===== src/rtl/pll_lock_sequencer.sv =====
`default_nettype none
// ============================================================================
// Module   : pll_lock_sequencer
// Purpose  : Sequences the PLL's RESETB/LOCK handshake from the 12 MHz
//            reference clock. Holds the PLL in reset, waits for a
//            synchronized lock, requires lock to stay stable, then releases
//            the PLL-domain system reset. Re-arms the PLL after a lock
//            timeout or a lock loss, and counts both events (saturating).
// Ports    : clock_in      - reference clock, rising edge
//            reset_n       - asynchronous active-low reset
//            locked        - PLL LOCK, asynchronous to clock_in
//            restart       - synchronous single-cycle re-sequence request
//            pll_resetb    - PLL RESETB (low = PLL held in reset)
//            sys_reset_n   - active-low reset for PLL-domain consumers
//            ready         - high only while running with stable lock
//            timeout_count - saturating count of lock timeouts
//            loss_count    - saturating count of lock losses while running
// Revision : 1.0 - initial release
// ============================================================================
module pll_lock_sequencer #(
  parameter int RESETB_CYCLES = 16,
  parameter int LOCK_TIMEOUT  = 4096,
  parameter int STABLE_CYCLES = 1024,
  parameter int CNT_W         = 16
) (
  input  logic       clock_in,
  input  logic       reset_n,
  input  logic       locked,
  input  logic       restart,
  output logic       pll_resetb,
  output logic       sys_reset_n,
  output logic       ready,
  output logic [7:0] timeout_count,
  output logic [7:0] loss_count
);

  // Terminal counts of the phase counter; each cycle parameter is at most
  // 2^CNT_W, so the value minus one always fits in CNT_W bits.
  localparam logic [CNT_W-1:0] c_resetb_last = CNT_W'(RESETB_CYCLES - 1);
  localparam logic [CNT_W-1:0] c_timeout_last = CNT_W'(LOCK_TIMEOUT - 1);
  localparam logic [CNT_W-1:0] c_stable_last = CNT_W'(STABLE_CYCLES - 1);

  typedef enum logic [1:0] {
    RESET_PLL = 2'd0,
    WAIT_LOCK = 2'd1,
    STABILIZE = 2'd2,
    RUN       = 2'd3
  } state_t;

  // Two-flop synchronizer for the asynchronous lock flag.
  logic             sync1_q;
  logic             locked_s_q;

  state_t           state_q, state_d;
  logic [CNT_W-1:0] cnt_q, cnt_d;
  logic             pll_resetb_q, pll_resetb_d;
  logic             sys_reset_n_q, sys_reset_n_d;
  logic             ready_q, ready_d;
  logic [7:0]       timeout_count_q, timeout_count_d;
  logic [7:0]       loss_count_q, loss_count_d;

  always_comb begin
    state_d         = state_q;
    cnt_d           = cnt_q + CNT_W'(1);
    timeout_count_d = timeout_count_q;
    loss_count_d    = loss_count_q;

    // restart overrides every other transition and suppresses both counters;
    // in RESET_PLL it re-clears cnt, stretching the PLL reset.
    if (restart) begin
      state_d = RESET_PLL;
      cnt_d   = '0;
    end else begin
      unique case (state_q)
        RESET_PLL: begin
          if (cnt_q == c_resetb_last) begin
            state_d = WAIT_LOCK;
            cnt_d   = '0;
          end
        end
        WAIT_LOCK: begin
          // Lock is checked first so a lock on the last cycle is not a timeout.
          if (locked_s_q) begin
            state_d = STABILIZE;
            cnt_d   = '0;
          end else if (cnt_q == c_timeout_last) begin
            state_d = RESET_PLL;
            cnt_d   = '0;
            if (timeout_count_q != 8'hFF) timeout_count_d = timeout_count_q + 8'd1;
          end
        end
        STABILIZE: begin
          if (!locked_s_q) begin
            state_d = WAIT_LOCK;
            cnt_d   = '0;
          end else if (cnt_q == c_stable_last) begin
            state_d = RUN;
            cnt_d   = '0;
          end
        end
        RUN: begin
          // cnt is free-running here and has no meaning.
          if (!locked_s_q) begin
            state_d = RESET_PLL;
            cnt_d   = '0;
            if (loss_count_q != 8'hFF) loss_count_d = loss_count_q + 8'd1;
          end
        end
        default: begin
          state_d = RESET_PLL;
          cnt_d   = '0;
        end
      endcase
    end

    // Outputs are decoded from the next state so the registered outputs
    // change on the same edge as the state register.
    pll_resetb_d  = (state_d != RESET_PLL);
    sys_reset_n_d = (state_d == RUN);
    ready_d       = (state_d == RUN);
  end

  always_ff @(posedge clock_in or negedge reset_n) begin
    if (!reset_n) begin
      sync1_q         <= 1'b0;
      locked_s_q      <= 1'b0;
      state_q         <= RESET_PLL;
      cnt_q           <= '0;
      pll_resetb_q    <= 1'b0;
      sys_reset_n_q   <= 1'b0;
      ready_q         <= 1'b0;
      timeout_count_q <= 8'd0;
      loss_count_q    <= 8'd0;
    end else begin
      sync1_q         <= locked;
      locked_s_q      <= sync1_q;
      state_q         <= state_d;
      cnt_q           <= cnt_d;
      pll_resetb_q    <= pll_resetb_d;
      sys_reset_n_q   <= sys_reset_n_d;
      ready_q         <= ready_d;
      timeout_count_q <= timeout_count_d;
      loss_count_q    <= loss_count_d;
    end
  end

  assign pll_resetb    = pll_resetb_q;
  assign sys_reset_n   = sys_reset_n_q;
  assign ready         = ready_q;
  assign timeout_count = timeout_count_q;
  assign loss_count    = loss_count_q;

endmodule
`default_nettype wire


===== config.mk =====
export PLATFORM = sky130hd
export DESIGN_NAME = pll_lock_sequencer
export DESIGN_NICKNAME = d
export VERILOG_FILES = /design/src/rtl/pll_lock_sequencer.sv
export SDC_FILE = /design/constraint.sdc
export NUM_CORES = 1
export LEC_CHECK = 0
export CAP_MARGIN = 15
export CORE_UTILIZATION = 59
export CTS_CLUSTER_SIZE = 40
export DETAILED_ROUTE_END_ITERATION = 8
export HOLD_SLACK_MARGIN = 0.06
export PLACE_DENSITY = 0.84
export SLEW_MARGIN = 20
export SYNTH_ARGS = -nofsm -noshare
export SYNTH_HDL_FRONTEND = slang
export SYNTH_SLANG_ARGS = --single-unit

===== constraint.sdc =====
create_clock -name clock_in -period 5.7 [get_ports clock_in]
set_input_delay 1.71 -clock clock_in [delete_from_list [all_inputs] [get_ports clock_in]]
set_output_delay 1.71 -clock clock_in [all_outputs]
set_load 0.005 [all_outputs]

==> impl_results.md, run 1 <==
* Status: complete, no violations
* First-pass DRT Iterations at 5
* Hold wc startpoint: sync1_q
* Hold path depth at 0
* Critical Path AT at between 3 and 4 ns
* Netlist cell types at 36
* Final setup fails at 0
* Placer Congestion at 0.924
* Post-synthesis mux area share at under 10%
* Clock latency on the worst-skew pair at ~0.35 ns
* Max_cap viols at 0
* Post-Synth XOR/XNOR Area at 12.2%
* Tcrit/Tclk final at about 61%
* IO Pins at 23
* Final Hold Fails at 0
* Max Freq at between 200 and 300 MHz
* Vias in the first global route at 1,372
* Clock transition at path regs at 0.11 ns
* Syn Area/Cell at roughly 11 µm²
* Most common cell after layout, fill and taps aside: dfrtp_1
* Skew final at 0.0101 ns
* Clk sinks at 38
* Vias per std cell at 6.07
* Grt ovf at 0
* Compound-Gate Fraction of Synth Area at roughly 13%
* Area grow syn2layout at 17.9%
* Setup TNS Final at 0 ns
* Initial antenna violation count at 0
* Simple-gate share of the synthesized area at 19.3%
* Largest net degree at the start of global routing at 39
* Synth warnings at 0
* Minimum clock period at 3.46 ns
* Tot Pwr at between 500 and 600 µW
* WL/cell at ~16 µm
* Least-Margin Pin Slew at 1.07 ns
* Antenna fix cells at 0
* PwrDens at about 230 mW/mm²
* First DRT Iteration DRCs at roughly 140
* Root buffer cell: clkbuf_4
* Detailed Place HPWL at between 2000 and 3000 µm
* Buf/Inv on CP at 1
* Setup CP Type: primary input to flop
* Antenna-violating nets left at 0
* TritonCTS clock tree: yes
* Synth Area in Adders at 1.94%
* DRC at 0
* Slack of the critical path at 2.24 ns
* Worst Hold Class: flop to flop
* R2R Setup Slk at 3.33 ns
* Worst r2r src: cnt_q[12]
* Largest family of logic cells by synthesized area: simple AND/OR/NAND/NOR gates
* Syn Inst Count at around 180
* Fillers at 210
* Worst-path cell chain: clkdlybuf4s50_1, nor4bb_1, o21ai_1, nor3_1, xor2_1
* Worst Hold End: locked_s_q
* Core Area at 0.00308 mm²
* DR vias at 1,480
* Most frequent cells in the layout: dfrtp_1 (38), clkdlybuf4s50_1 (22), xor2_1 (19), a311oi_1 (15), nand3_1 (13)
* First-pass GRT wire length at 6570 µm
* Mapped Area at 0.00193 mm²
* Relative slew slack at 28.0%
* RSZ-0062 raised after global routing: false
* Maximum vdd drop at 166 µV
* Number of synthesized flops with an enable pin at 0
* Startpoint Class: primary input
* Crit path max fanout at 21
* Max-slew violations at 0
* Max Buffers Root-to-Sink at 2
* Worst stage delay on the critical path at 0.79 ns
* Reg2reg path depth at 4
* Crit-path slowest cell: clkdlybuf4s50_1
* Die area at 0.00351 mm²
* FF+latch count, synth at 38
* WP data required at ~6 ns
* Share of layout cells above drive strength 1 at 8.00%
* Main synth FF type: dfrtp_1
* DIE WIDTH at 59.2 µm
* Synth Net Count at 185
* Seq/Total Area, Yosys at about half
* Fin nets at 206
* Critical Path End Type: flop
* Asr flop ratio synth at 100%
* IO Port Bufs at 22
* Placement Setup Slack at between 1.5 and 2 ns
* Number of cell rows at 20
* Setup Fix Bufs, Post-CTS at 0
* CTS Buf Count at 5
* Cell family with most CP delay: buffers and inverters
* DRT Wirelength at 4000 µm
* H-tree levels at 2
* R2r endpoint: cnt_q[13]
* Tot GR Track Use at 25.8%
* Starting Density at between 60% and 70%
* Leakage at 0.969 nW
* Die height at 59.2 µm
* CTS resizes at 0
* Post-CTS Hold Buffers at 0
report_power, final:
part	switching (mW)	internal, mW
Combinational	0.00931	0.00475
Sequential	0.00323	0.272
Clock	0.0898	0.149
how the worst max path moves through the flow:
stage            start                to  slack, ns  cells past startpoint
3_3_place_gp   restart     loss_count[1]       2.12                      4
6_report       restart     loss_count[7]       2.24                      5
3_5_place_dp   restart     loss_count[5]       1.93                      5
5_1_grt        restart     loss_count[7]       2.13                      5
2_1_floorplan  restart  timeout_count[1]       2.97                      5
4_1_cts        restart     loss_count[7]       2.29                      5
routing by layer:
metal	global-route usage (%)	share of wire (%)
met5	0	0
met4	9.18	1.8
met3	5.90	6.4
met2	41.3	49
met1	34.5	43
registers in the layout (all words and copies together) (netlist names):
signal / flops
sync1_q: 1
ready: 1
cnt_q: 16
loss_count: 8
timeout_count: 8
locked_s_q: 1
pll_resetb: 1
state_q: 2
area by class of cell:
| class | instances | area [µm²] | share of cell area, % |
|---|---|---|---|
| clock buffer | 6 | 51.3 | 2.25 |
| clock inverter | 2 | 60.1 | 2.63 |
| inverter | 5 | 18.8 | 0.823 |
| multi-input combinational | 126 | 916 | 40.2 |
| sequential | 38 | 951 | 41.7 |
| tap | 44 | 55.1 | 2.41 |
| timing repair buffer | 23 | 228 | 9.99 |
kinds of logic after synthesis:
group,after synthesis
fa+ha+maj,3
buf+inv,14
compound gates,29
xor+xnor,27
simple gates,65
flops,38
mux,2
stage by stage:
stage	utilization, %	cells	cell area, µm²	hold slack [ns]
2_1_floorplan	-	178	1930	0.331
3_3_place_gp	70.4	236	2170	0.336
3_5_place_dp	70.4	236	2170	0.348
4_1_cts	74.1	244	2280	0.373
5_1_grt	74.1	244	2280	0.381
6_report	74.1	244	2280	0.368
synthesized netlist by cell type (3+ instances only):
library cell | instances | area, µm²
a311oi_1 | 15 | 131
a31oi_1 | 3 | 18.8
clkbuf_1 | 5 | 18.8
dfrtp_1 | 38 | 951
ha_1 | 3 | 37.5
inv_1 | 5 | 18.8
nand2_1 | 10 | 37.5
nand3_1 | 13 | 65.1
nand4_1 | 6 | 37.5
nor2_1 | 10 | 37.5
nor3_1 | 9 | 45.0
nor4_1 | 5 | 31.3
o211ai_1 | 3 | 22.5
xnor2_1 | 8 | 70.1
xor2_1 | 19 | 166
worst register-to-register path, cell delays in order, from the launching register on:
cell and delay (ns):
dfrtp_1 0.46, nor4_2 0.41, nand2_1 0.19, o21ai_1 0.88, a31oi_1 0.26
(Power assumes the default switching activity.)
==> run 2, diff against run 1 <==
- CORE_UTILIZATION: 59 -> 50
- PLACE_DENSITY: 0.84 -> 0.75
- clock period: 5.7 -> 2.97 ns (I/O delays scaled with it)
==> impl_results.md, run 2 (synthesis gave the netlist of run 1 again) <==
* Crit path max fanout at 16
* Switch share at between 10% and 20%
* Slack of the critical path at 0.663 ns
* Clock latency on the worst-skew pair at 0.29 ns
* Maximum vdd drop at around 270 µV
* Hold path depth at 0
* Fin nets at around 210
* Initial antenna violation count at 0
* Vias per std cell at 5.88
* Clock transition at path regs at 0.07 ns
* Starting Density at between 50 and 60%
* Final setup fails at 0
* RSZ-0062 raised after global routing: false
* Crit-path slowest cell: o311ai_4
* Gate power share at 3.0%
* R2R Setup Slk at around 0.66 ns
* Tcrit/Tclk final at 77.7%
* Die area at around 0.004 mm²
* Die height at between 60 and 70 µm
* CTS resizes at 0
* TritonCTS clock tree: yes
* Skew final at around 0.0037 ns
* First DRT Iteration DRCs at 99
* Number of cell rows at 22
* Leakage at 0.983 nW
* Root buffer cell: clkbuf_8
* Max_cap viols at 0
* Seq pwr share at between 50% and 60%
* Least-Margin Pin Slew at just over 0.7 ns
* Tot GR Track Use at 21.3%
* Critical Path AT at 2.43 ns
* DR vias at about 1,500
* Worst Hold End: locked_s_q
* Status: complete, no violations
* Clk sinks at 38
* Startpoint Class: flop
* Hold wc startpoint: sync1_q
* Post-CTS Hold Buffers at 0
* Fillers at 312
* Most common cell after layout, fill and taps aside: dfrtp_1
* Placement Setup Slack at 0.536 ns
* IO Port Bufs at 22
* Relative slew slack at a little over half
* Setup CP Type: flop to flop
* Most flops, register: cnt_q
* Core Area at 0.00369 mm²
* Max-slew violations at 0
* Multi-input logic area at 916 µm²
* Worst r2r src: cnt_q[0]
* Minimum clock period at ~2.3 ns
* Final Hold Fails at 0
* Setup TNS Final at 0 ns
* DRC at 0
* WL/cell at 15.2 µm
* Max Freq at 433 MHz
* Largest net degree at the start of global routing at 39
* Detailed Place HPWL at 2650 µm
* Pint at 802 µW
* PwrDens at roughly 430 mW/mm²
* IO Pins at 23
* Most frequent cells in the layout: dfrtp_1 (38), clkdlybuf4s50_1 (22), xor2_1 (19), a311oi_1 (15), nand3_1 (13)
* Core Util, Final at a little over three fifths
* Setup Fix Bufs, Post-CTS at 0
* Reg2reg path depth at 5
* Share of layout cells above drive strength 1 at 8.91%
* Worst Hold Class: flop to flop
* Grt ovf at 0
* Sequential cell area at 951 µm²
* Largest register FFs at 16
* Vias in the first global route at ~1,400
* Antenna-violating nets left at 0
* Clock Power Share at 43.7%
* Antenna fix cells at 0
* DIE WIDTH at 64.2 µm
* Buf/Inv on CP at 0
* R2r endpoint: cnt_q[0]
* DRT Wirelength at 3790 µm
* CTS Buf Count at 5
* H-tree levels at 2
* Area grow syn2layout at 19.4%
* Cell family with most CP delay: compound AO/OA/AOI/OAI gates
* WP data required at 3.09 ns
* Worst stage delay on the critical path at between 0.6 and 0.7 ns
* First-pass GRT wire length at 6650 µm
* Placer Congestion at just over 0.8
* First-pass DRT Iterations at 4
* Worst-path cell chain: ha_1, nand3_1, or3_4, o311ai_4, a311oi_1
* Max Buffers Root-to-Sink at 2
* Switch Pwr at between 150 and 200 µW
* Critical Path End Type: flop
[run 2: cell types whose count changed in the layout (fill, tap and decap cells not counted)]
cell / delta
buf_4: +3
bufinv_16: -1
clkbuf_4: -5
clkbuf_8: +5
[run 2: metrics by stage]
step | hold WS (ns) | power, mW | std cells | instance area [µm²]
6_report | 0.354 | 0.992 | 250 | 2310
5_1_grt | 0.360 | 1.03 | 250 | 2310
4_1_cts | 0.356 | 1.01 | 250 | 2310
3_5_place_dp | 0.343 | 0.569 | 243 | 2200
3_3_place_gp | 0.336 | 0.566 | 243 | 2200
2_1_floorplan | 0.331 | 0.547 | 178 | 1930
[run 2: power by group through the flow]
stage	Clock [mW]	Sequential [mW]	Combinational, mW
after floorplan	0	0.537	0.0104
final	0.434	0.529	0.0294
after CTS	0.448	0.528	0.0303
after global routing	0.464	0.529	0.0339
after detailed placement	0	0.538	0.0305
after global placement	0	0.537	0.0283
[run 2: layout make-up]
class	instances	area share [%]
Sequential cell	38	41.2
Multi-Input combinational cell	126	39.7
Clock buffer	6	3.58
Clock inverter	1	1.30
Timing Repair Buffer	26	10.8
Tap cell	48	2.60
Inverter	5	0.813
[run 2: how the worst max path moves through the flow]
stage	start	end	slack, ns	depth (start not counted)
after floorplan	restart	timeout_count[1]	1.06	5
after global placement	restart	timeout_count[1]	0.56	6
after detailed placement	restart	timeout_count[1]	0.54	6
after CTS	cnt_q[0]	cnt_q[0]	0.68	5
after global routing	cnt_q[0]	cnt_q[0]	0.48	5
final	cnt_q[0]	cnt_q[0]	0.66	5
[run 2: routing by layer]
metal  part of all wire, %  vias up  global-route usage (%)
met5                     0        -                       0
met4                   1.6        0                    8.61
met3                   3.9        5                    4.82
met2                    47       37                    31.8
met1                    47      717                    29.9
li1                      -      711                       -
==> patch: new RTL, config.mk and constraints of run 2 <==
The 4 states of `state_t` get a one-hot encoding in 4 bits.
--- a/src/rtl/pll_lock_sequencer.sv
+++ b/src/rtl/pll_lock_sequencer.sv
@@ -41,9 +41,9 @@
   localparam logic [CNT_W-1:0] c_stable_last = CNT_W'(STABLE_CYCLES - 1);
 
-  typedef enum logic [1:0] {
-    RESET_PLL = 2'd0,
-    WAIT_LOCK = 2'd1,
-    STABILIZE = 2'd2,
-    RUN       = 2'd3
+  typedef enum logic [3:0] {
+    RESET_PLL = 4'b0001,
+    WAIT_LOCK = 4'b0010,
+    STABILIZE = 4'b0100,
+    RUN       = 4'b1000
   } state_t;
 
Formal check against the unedited RTL: same outputs for any inputs over 10 cycles, from zero or initial values and one cycle with reset_n low; not proved beyond that.
==> patch against run 2 <==
  * Combinational power is 12% higher
  * Largest power group unchanged
  * Final area is 8.3% higher
  * Synthesized area rose by 11%
  * Power is 5.2% lower
  * Non-clock buffer count increased by 1
  * Wire length grew 11%
  * Sequential cell count grew 2
  * Largest cell class is now multi-input combinational cells
  * Setup slack got worse by 92 ps
==> patch: results (changes against run 2) <==
[metrics] met1 demand-to-capacity share in global routing: 0.289 (-0.00957)
[metrics] via count of the first global-routing pass: 1469 (+8.5%)
[metrics] met3 wire len: 112 um (-25%)
[metrics] count of unique library cells instantiated by Yosys: 39 (+8.3%)
[metrics] detailed route wirelength on metal2: 2000 um (+12%)
[metrics] proportion of layout cells with a drive suffix above 1: 0.150 (+0.0604)
[metrics] first-pass GRT wire length: 6990 um (+5.1%)
[metrics] number of nets in the layout: 220 (+5.3%)
[metrics] P_sw: 217 uW (+14%)
[metrics] placer congestion estimate: 0.802 (-2.5%)
[metrics] Max-Slew Margin vs Limit: 0.408 (-0.114)
[metrics] met2 Use GR: 0.309 (-0.00841)
[metrics] cell area after placement: 0.00241 sq mm (+10%)
[metrics] commonest cells in the synthesized netlist: sky130_fd_sc_hd__dfrtp_1, sky130_fd_sc_hd__xnor2_1, sky130_fd_sc_hd__nand4_1
[metrics] multiplexer fraction of the synthesized cell area: 0.0105 (-0.00115)
[metrics] delay of the slowest cell on the worst path: 600 ps (-60 ps)
[metrics] startpoint of the most critical register-to-register path: cnt_q[12]$_DFF_PN0_
[metrics] post-synthesis sequential area ratio: 0.467 (-0.0249)
[metrics] Avg WL per Cell: 15.9 um (+4.9%)
[metrics] post-synthesis xor/xnor area fraction: 0.114 (-0.00804)
[metrics] largest net degree at the start of global routing: 41 (+5.1%)
[metrics] maximum resistive drop on vdd: 0.273 mV (+2.7%)
[metrics] layout-stage area growth over the synthesis result: 16.5%
[metrics] all-layer global routing usage: 0.207 (-0.00597)
[metrics] adder and majority cell fraction of the synthesized area: 0.0175 (-0.00192)
[metrics] fillcell total: 310 (-0.64%)
[metrics] vias per std cell: 5.94 (+1.1%)
[metrics] crit-path leading delay family: simple AND/OR/NAND/NOR gates
[metrics] Placed Instances: 256 (+5.3%)
[metrics] setup slack on the worst flop-to-flop path: 570 ps (-90 ps)
[metrics] outcome: completed
[metrics] Worst Setup Slack post-DPL: 473 ps (-63.6 ps)
[metrics] clock skew after layout: 8.45 ps (+4.72 ps)
[metrics] DR iter-0 viols: 106 (+7.1%)
[metrics] overall via count from detail_route: 1569 (+6.7%)
[metrics] compound-gate portion of the synthesized area: 0.146 (+0.0188)
## patch: changes by cell type after synthesis, sizes merged, moves of 3 or more
cell | run 2 | this run
xor2 | 19 | 5
o211ai | 3 | 0
nand3 | 13 | 6
a311oi | 15 | 0
nand4 | 7 | 15
xnor2 | 8 | 23
a211oi | 1 | 17
or3 | 3 | 0
and3 | 1 | 10
nor4b | 0 | 3
nor3 | 9 | 6
nor2 | 10 | 4
## patch: area by class of cell
type	instances	area share
multi-input cells	134	0.431
flip-flops and latches	40	0.401
repair buffers	27	0.101
clock buffers	6	0.0290
well taps	50	0.0250
inverters	5	0.00751
clock inverters	2	0.00501
## patch: power groups by stage
| stage | clock [mW] | sequential, mW | combinational, mW |
|---|---|---|---|
| global route | 0.387 | 0.557 | 0.0375 |
| global placement | 0 | 0.566 | 0.0320 |
| detailed placement | 0 | 0.567 | 0.0340 |
| floorplan | 0 | 0.566 | 0.0139 |
| finish | 0.351 | 0.556 | 0.0329 |
| CTS | 0.361 | 0.556 | 0.0338 |
